==> src/rtl/pq_syndrome_pkg.sv <==
// Shared GF(2^m) helpers and FSM encoding for the streaming BCH syndrome
// calculator. Arithmetic helpers work on 16-bit containers with a runtime
// field degree m (m <= 16). Every call site passes an elaboration-time m,
// so loops unroll into plain XOR/AND networks.
package pq_syndrome_pkg;

  typedef enum logic [1:0] {
    IDLE = 2'd0,
    ACC  = 2'd1,
    DONE = 2'd2
  } syn_state_t;

  // Multiply by x, then reduce modulo the primitive polynomial (low m bits).
  function automatic logic [15:0] gf_xtime(input logic [15:0] a,
                                           input logic [15:0] poly,
                                           input int m);
    logic [15:0] mask;
    logic        msb;
    logic [15:0] r;
    mask = (16'd1 << m) - 16'd1;
    msb  = a[m-1];
    r    = (a << 1) & mask;
    if (msb) r = r ^ (poly & mask);
    return r;
  endfunction

  // Shift-and-add multiply, MSB of b first.
  function automatic logic [15:0] gf_mul(input logic [15:0] a,
                                         input logic [15:0] b,
                                         input logic [15:0] poly,
                                         input int m);
    logic [15:0] r;
    r = '0;
    for (int i = 15; i >= 0; i--) begin
      if (i < m) begin
        r = gf_xtime(r, poly, m);
        if (b[i]) r = r ^ a;
      end
    end
    return r;
  endfunction

  function automatic logic [15:0] gf_sq(input logic [15:0] a,
                                        input logic [15:0] poly,
                                        input int m);
    return gf_mul(a, a, poly, m);
  endfunction

  // alpha^e, with alpha = x. The exponent is reduced mod 2^m-1 first.
  function automatic logic [15:0] gf_alpha_pow(input int e,
                                               input logic [15:0] poly,
                                               input int m);
    int          ord;
    int          ee;
    logic [15:0] r;
    ord = (1 << m) - 1;
    ee  = e % ord;
    r   = 16'd1;
    for (int i = 0; i < ee; i++) r = gf_xtime(r, poly, m);
    return r;
  endfunction

  // j = odd_part(j) * 2^sq_count(j)
  function automatic int odd_part(input int j);
    int v;
    v = j;
    for (int i = 0; i < 16; i++) if ((v > 0) && (v % 2 == 0)) v = v / 2;
    return v;
  endfunction

  function automatic int sq_count(input int j);
    int v;
    int n;
    v = j;
    n = 0;
    for (int i = 0; i < 16; i++) begin
      if ((v > 0) && (v % 2 == 0)) begin
        v = v / 2;
        n = n + 1;
      end
    end
    return n;
  endfunction

endpackage

==> src/rtl/syn_horner_lane.sv <==
// One Horner accumulator for syndrome S_J over GF(2^M).
// Per enabled beat: acc <= acc*alpha^(J*W) ^ XOR_k(data[k]*alpha^(J*k)).
// On the first beat of a frame the prior value is taken as zero, so no
// clear cycle is needed between frames.
// Ports:
//   clk      clock, rising edge
//   rst      asynchronous reset, active-low
//   en_i     accumulate this cycle (beat accepted)
//   first_i  beat is the first of its frame
//   data_i   W beat bits, bit k weighted by alpha^(J*k)
//   acc_o    current accumulator value
module syn_horner_lane
  import pq_syndrome_pkg::*;
#(
  parameter int             M    = 9,
  parameter logic [M-1:0]   POLY = 9'h011,
  parameter int             W    = 8,
  parameter int             J    = 1
) (
  input  logic         clk,
  input  logic         rst,
  input  logic         en_i,
  input  logic         first_i,
  input  logic [W-1:0] data_i,
  output logic [M-1:0] acc_o
);

  localparam logic [M-1:0] STEP = M'(gf_alpha_pow(J * W, 16'(POLY), M));

  logic [M-1:0] acc_q;
  logic [M-1:0] acc_d;
  logic [M-1:0] term [W];
  logic [M-1:0] beat_sum;
  logic [M-1:0] prior;

  // Each beat bit selects a fixed field constant; the sum is a pure XOR tree.
  for (genvar k = 0; k < W; k++) begin : g_term
    localparam logic [M-1:0] CK = M'(gf_alpha_pow(J * k, 16'(POLY), M));
    assign term[k] = data_i[k] ? CK : '0;
  end

  always_comb begin
    beat_sum = '0;
    for (int k = 0; k < W; k++) beat_sum = beat_sum ^ term[k];
    prior = first_i ? '0 : M'(gf_mul(16'(acc_q), 16'(STEP), 16'(POLY), M));
    acc_d = prior ^ beat_sum;
  end

  always_ff @(posedge clk or negedge rst) begin
    if (!rst)      acc_q <= '0;
    else if (en_i) acc_q <= acc_d;
  end

  assign acc_o = acc_q;

endmodule

==> src/rtl/cal_syndrome_stream.sv <==
// Streaming multi-syndrome calculator for a binary BCH decoder over GF(2^M).
// Takes a codeword as NBEAT beats of W bits (first beat carries the highest
// positions) and produces S_1..S_NSYN, one beat per cycle by Horner steps.
// Ports:
//   clk        clock, rising edge
//   rst        asynchronous reset, active-low
//   in_valid   beat valid          in_ready  beat can be accepted
//   in_data    beat; bit k of beat c = position (NBEAT-1-c)*W+k
//   syn_valid  syndromes available syn_ready consumer takes them
//   syn_out    S_j at [(j-1)*M +: M]
//   syn_zero   all syndromes zero, qualified by syn_valid
//   beat_cnt   beats accepted in the current frame (debug)
// Handshakes: a transfer happens on a rising edge where valid && ready are
// both high; valid-side data is held stable until that edge.
module cal_syndrome_stream
  import pq_syndrome_pkg::*;
#(
  parameter int                   PARAM_M        = 9,
  parameter logic [PARAM_M-1:0]   PARAM_POLY     = 9'h011,
  parameter int                   PARAM_ECC_BITS = 160,
  parameter int                   PARAM_W        = 8,
  parameter int                   PARAM_NSYN     = 8,
  parameter int                   PARAM_EVEN_SQ  = 1,
  localparam int                  NBEAT = (PARAM_ECC_BITS + PARAM_W - 1) / PARAM_W,
  localparam int                  CW    = $clog2(NBEAT + 1)
) (
  input  logic                          clk,
  input  logic                          rst,
  input  logic                          in_valid,
  output logic                          in_ready,
  input  logic [PARAM_W-1:0]            in_data,
  output logic                          syn_valid,
  input  logic                          syn_ready,
  output logic [PARAM_NSYN*PARAM_M-1:0] syn_out,
  output logic                          syn_zero,
  output logic [CW-1:0]                 beat_cnt
);

  // Number of real codeword bits in the first beat; the rest are leading pad.
  localparam int                 HEAD      = PARAM_ECC_BITS - (NBEAT - 1) * PARAM_W;
  localparam logic [PARAM_W-1:0] HEAD_MASK = {PARAM_W{1'b1}} >> (PARAM_W - HEAD);
  localparam int NLANE = (PARAM_EVEN_SQ != 0) ? (PARAM_NSYN + 1) / 2 : PARAM_NSYN;

  syn_state_t   state_q, state_d;
  logic [CW-1:0] cnt_q, cnt_d;
  logic [CW-1:0] cnt_next;
  logic          rdy_q;
  logic          accept;
  logic          first;
  logic          last;
  logic [PARAM_W-1:0] data_m;

  assign accept   = in_valid && rdy_q;
  assign first    = (state_q == IDLE);
  assign cnt_next = (first ? '0 : cnt_q) + CW'(1);
  assign last     = accept && (cnt_next == CW'(NBEAT));
  assign data_m   = first ? (in_data & HEAD_MASK) : in_data;

  always_comb begin
    state_d = state_q;
    cnt_d   = cnt_q;
    case (state_q)
      IDLE, ACC: begin
        if (accept) begin
          cnt_d   = cnt_next;
          state_d = last ? DONE : ACC;
        end
      end
      DONE: begin
        if (syn_ready) begin
          cnt_d   = '0;
          state_d = IDLE;
        end
      end
      default: begin
        cnt_d   = '0;
        state_d = IDLE;
      end
    endcase
  end

  // in_ready is registered from the next state so it is low throughout reset
  // and equals (state != DONE) from the first clock after release.
  always_ff @(posedge clk or negedge rst) begin
    if (!rst) begin
      state_q <= IDLE;
      cnt_q   <= '0;
      rdy_q   <= 1'b0;
    end else begin
      state_q <= state_d;
      cnt_q   <= cnt_d;
      rdy_q   <= (state_d != DONE);
    end
  end

  logic [PARAM_M-1:0] lane_acc [NLANE];

  for (genvar l = 0; l < NLANE; l++) begin : g_lane
    localparam int JL = (PARAM_EVEN_SQ != 0) ? 2 * l + 1 : l + 1;
    syn_horner_lane #(
      .M    (PARAM_M),
      .POLY (PARAM_POLY),
      .W    (PARAM_W),
      .J    (JL)
    ) u_lane (
      .clk     (clk),
      .rst     (rst),
      .en_i    (accept),
      .first_i (first),
      .data_i  (data_m),
      .acc_o   (lane_acc[l])
    );
  end

  // Even syndromes come from their odd base by repeated squaring,
  // S_(o*2^s) = S_o^(2^s), so every output reads only lane registers.
  logic [PARAM_M-1:0] syn_w [PARAM_NSYN];

  for (genvar j = 1; j <= PARAM_NSYN; j++) begin : g_syn
    localparam int OJ  = (PARAM_EVEN_SQ != 0) ? odd_part(j) : j;
    localparam int NSQ = (PARAM_EVEN_SQ != 0) ? sq_count(j) : 0;
    localparam int LI  = (PARAM_EVEN_SQ != 0) ? (OJ - 1) / 2 : j - 1;
    logic [PARAM_M-1:0] v;
    always_comb begin
      v = lane_acc[LI];
      for (int s = 0; s < NSQ; s++) v = PARAM_M'(gf_sq(16'(v), 16'(PARAM_POLY), PARAM_M));
    end
    assign syn_w[j-1] = v;
  end

  always_comb begin
    syn_out = '0;
    for (int j = 0; j < PARAM_NSYN; j++) syn_out[j*PARAM_M +: PARAM_M] = syn_w[j];
  end

  assign in_ready  = rdy_q;
  assign syn_valid = (state_q == DONE);
  assign syn_zero  = syn_valid && (syn_out == '0);
  assign beat_cnt  = cnt_q;

endmodule
==> config.mk <==
export PLATFORM = sky130hd
export DESIGN_NAME = cal_syndrome_stream
export DESIGN_NICKNAME = d
export VERILOG_FILES = /design/src/rtl/pq_syndrome_pkg.sv /design/src/rtl/syn_horner_lane.sv /design/src/rtl/cal_syndrome_stream.sv
export SDC_FILE = /design/constraint.sdc
export NUM_CORES = 1
export LEC_CHECK = 0
export ABC_AREA = 0
export BUFFER_PORTS_ARGS = -buffer_cell sky130_fd_sc_hd__buf_2
export CORE_MARGIN = 2
export CORE_UTILIZATION = 40
export DETAILED_ROUTE_END_ITERATION = 6
export PLACE_DENSITY = 0.73
export SLEW_MARGIN = 20
export SYNTH_ARGS = -nofsm -noshare
export SYNTH_HDL_FRONTEND = slang
export SYNTH_SLANG_ARGS = --single-unit
==> constraint.sdc <==
create_clock -name clk -period 2.6 [get_ports clk]
set_clock_uncertainty 0.1 [all_clocks]
set_input_delay 0.39 -clock clk [delete_from_list [all_inputs] [get_ports clk]]
set_output_delay 0.39 -clock clk [all_outputs]
set_load 0.05 [all_outputs]
==> impl_metrics.py <==
metrics = {
    "run_status": {
        "status": "finished, violations left",
        "failed_checks": "setup timing",
    },
    "grt": {
        "grt_pass1_wl_mm": 19.84,
        "track_usage_pct": 21.63,
        "grt_pass1_vias": 4035,
        "overflow": 0,
        "grt_max_degree": 36,
        "antenna_found_initial": 0,
    },
    "cells_and_area": {
        "final_common_cell": "buf_2",
        "area_growth_pct": 38.89,
        "antenna_cells": 0,
        "fillCellCount": 928,
        "final_area_um2": 6077,
        "fin_nets": 663,
        "final_layout_size_suffix_gt1_share_pct": 35.93,
        "stdcell_count": 769,
        "final_cell_mix": "77 x buf_2, 68 x xnor2_1, 62 x buf_4",
        "fin_util_pct": 56.56,
    },
    "critical_path": {
        "crit_start": "g_lane[0].u_lane.acc_o[8]$_DFFE_PN0P_",
        "path_cells": "buf_6 -> nand2_4 -> xor3_1 -> mux2i_4 -> xnor2_4 -> xnor3_2 -> buf_8",
        "path_class": "reg -> out",
        "worst_ep_required_time_ps": 2110,
        "reg2regPathDepth": 6,
        "cp.depth": 7,
        "cp_max_fo": 5,
        "slowest_stage": "dfrtp_2",
        "timing.rr.start": "g_lane[1].u_lane.acc_o[2]$_DFFE_PN0P_",
        "end_kind": "primary output",
        "crit_family": "XOR/XNOR gates",
        "critPathBufInv": 2,
        "crit_path_max_incr_delay_ps": 470,
        "cp.arrival_ps": 2310,
        "start_kind": "register",
    },
    "timing": {
        "setup_viol": 8,
        "hold_violations": 0,
        "timing.final.crit_share_pct": 107.5,
        "setup_slack_ps": -195.9,
        "timing.final.crit_period_ps": 2796,
        "slew_headroom_pct": 47.63,
        "worst_slew_pin_slew_ps": 785.6,
        "rsz0062_at_grt": "yes",
        "maxSlewViolCount": 0,
        "fmax_mhz": 357.7,
    },
    "clock_tree": {
        "htreeDepth": 2,
        "ctsRootBufferMaster": "clkbuf_8",
        "cts_tree": "done",
        "cts_buffer_depth": 2,
        "cts.sinks": 44,
        "clkSlewWorstSetupHoldPaths_ps": 100,
        "cts_inserted_buffers": 5,
        "clk_latency_ps": 320,
    },
    "yosys": {
        "syn-num-nets": 536,
        "ys_warn_count": 0,
        "async_flop_share_pct": 100.0,
        "syn_inst": 501,
        "synth-edff-count": 0,
        "ys_seq_area_share_pct": 25.16,
        "ys_ff_latch": 44,
        "synthFlopType": "dfrtp_1",
        "avgSynthCellArea_um2": 8.733,
        "synthesis.area_um2": 4375,
        "synth_cell_types": 50,
    },
    "detailed_routing": {
        "vias": 3933,
        "ant_nets": 0,
        "wl_per_cell_um": 16.04,
        "drc": 0,
        "vias_per_cell": 5.114,
        "totalWireLength_mm": 12.34,
        "drt_iter0_drc": 236,
        "firstDrtPassIters": 4,
    },
    "placement": {
        "dp.cells": 753,
        "io_buffers": 91,
        "pre_cts_slack_ps": -222.0,
        "gp_congestion": 0.8475,
        "hpwlAfterDp_mm": 9.394,
        "place_area_um2": 5695,
    },
    "floorplan": {
        "rows": 38,
        "dieArea_um2": 11790,
        "coreArea_um2": 10750,
        "die_x_um": 108.6,
        "ios": 92,
        "die_h_um": 108.6,
        "initial_core_util_pct": 40.72,
    },
    "worst_hold_path": {
        "hold_class": "in -> reg",
        "whs_path_depth": 3,
        "hp-start": "syn_ready",
    },
    "flow_run": {
        "maxCapViolCount": 0,
    },
}
Yosys cell counts (5+ instances only):
library cell | count | area share [%]
a21oi_1 | 17 | 1.9
buf_2 | 6 | 0.69
clkbuf_1 | 30 | 2.6
dfrtp_1 | 44 | 25
ha_1 | 23 | 6.6
inv_1 | 33 | 2.8
mux2i_1 | 8 | 1.8
nand2_1 | 54 | 4.6
nand2b_1 | 5 | 0.71
nand3_1 | 5 | 0.57
nor2_1 | 27 | 2.3
nor3_1 | 9 | 1.0
o21ai_0 | 36 | 4.1
xnor2_1 | 83 | 17
xnor3_1 | 10 | 5.1
xor2_1 | 52 | 10
flip-flops by register name, indices dropped and copies added, names as in the netlist:
signal               count
g_lane.u_lane.acc_o     36
in_ready                 1
state_q                  2
beat_cnt                 5
layout make-up:
cell class / count / area (um2) / share of cell area [%]
Sequential cell: 44 / 1111 / 18.28
Tap cell: 140 / 175.2 / 2.882
Clock buffer: 5 / 68.82 / 1.132
Clock inverter: 3 / 46.29 / 0.7618
Multi-Input combinational cell: 385 / 3457 / 56.89
Timing Repair Buffer: 159 / 1092 / 17.97
Inverter: 33 / 126.4 / 2.079
worst reg2reg max path: cells and delay by family, from the launching register on:
family | cells | cell delay [ps]
AO/OA/AOI/OAI | 1 | 270
XOR/XNOR | 3 | 690
flip-flops | 1 | 390
multiplexers | 1 | 520
buffers and inverters | 1 | 160
metrics by stage:
step                      TNS [ps]  hold slack [ps]
final                        -1013            290.7
after global routing         -1833            310.6
after CTS                    -1136            291.4
after detailed placement    -612.8            330.3
after global placement      -328.2            321.9
after floorplan              -2042           -5.591
timing repair:
| item | CTS | global route |
|---|---|---|
| hold buffers | 1 | 0 |
| pin swaps | 15 | 6 |
| buffers inserted | 5 | 2 |
| hold endpoints to repair | 19 | 0 |
| resized for setup | 43 | 9 |
| setup endpoints to repair | 12 | 14 |
per-layer routing:
layer / vias to the layer above / GRT usage [%] / routed length [um]
met5: - / 0 / 0
met4: 0 / 7.143 / 225
met3: 19 / 2.592 / 610
met2: 113 / 39.15 / 6350
met1: 1907 / 26.53 / 5151
li1: 1894 / - / -
worst paths after layout:
| path | endpoint | slack [ps] |
|---|---|---|
| worst max-delay path | syn_out[68] | -200 |
| worst min-delay path | beat_cnt[4]$_DFFE_PN0P_ | 290 |
| worst max register to register | g_lane[1].u_lane.acc_o[6]$_DFFE_PN0P_ | 370 |
| worst min register to register | beat_cnt[0]$_DFFE_PN0P_ | 430 |
| max in group asynchronous | g_lane[2].u_lane.acc_o[0]$_DFFE_PN0P_ | 1360 |
| min in group asynchronous | g_lane[3].u_lane.acc_o[3]$_DFFE_PN0P_ | 500 |
kinds of logic (layout without fill, tap and decap cells):
family          count (synthesis)  after routing  share of synthesized area [%]
xor+xnor                      151            151                          35.09
compound gates                 72             72                          9.494
flops                          44             44                          25.16
simple gates                  126            126                          13.58
buf+inv                        72            200                          6.463
fa+ha+maj                      23             23                          6.577
mux                            13             13                          3.632
Power is left out: the tool's default activity adds up to more than one toggle a clock period on the data nets, which glitch-free logic cannot reach.
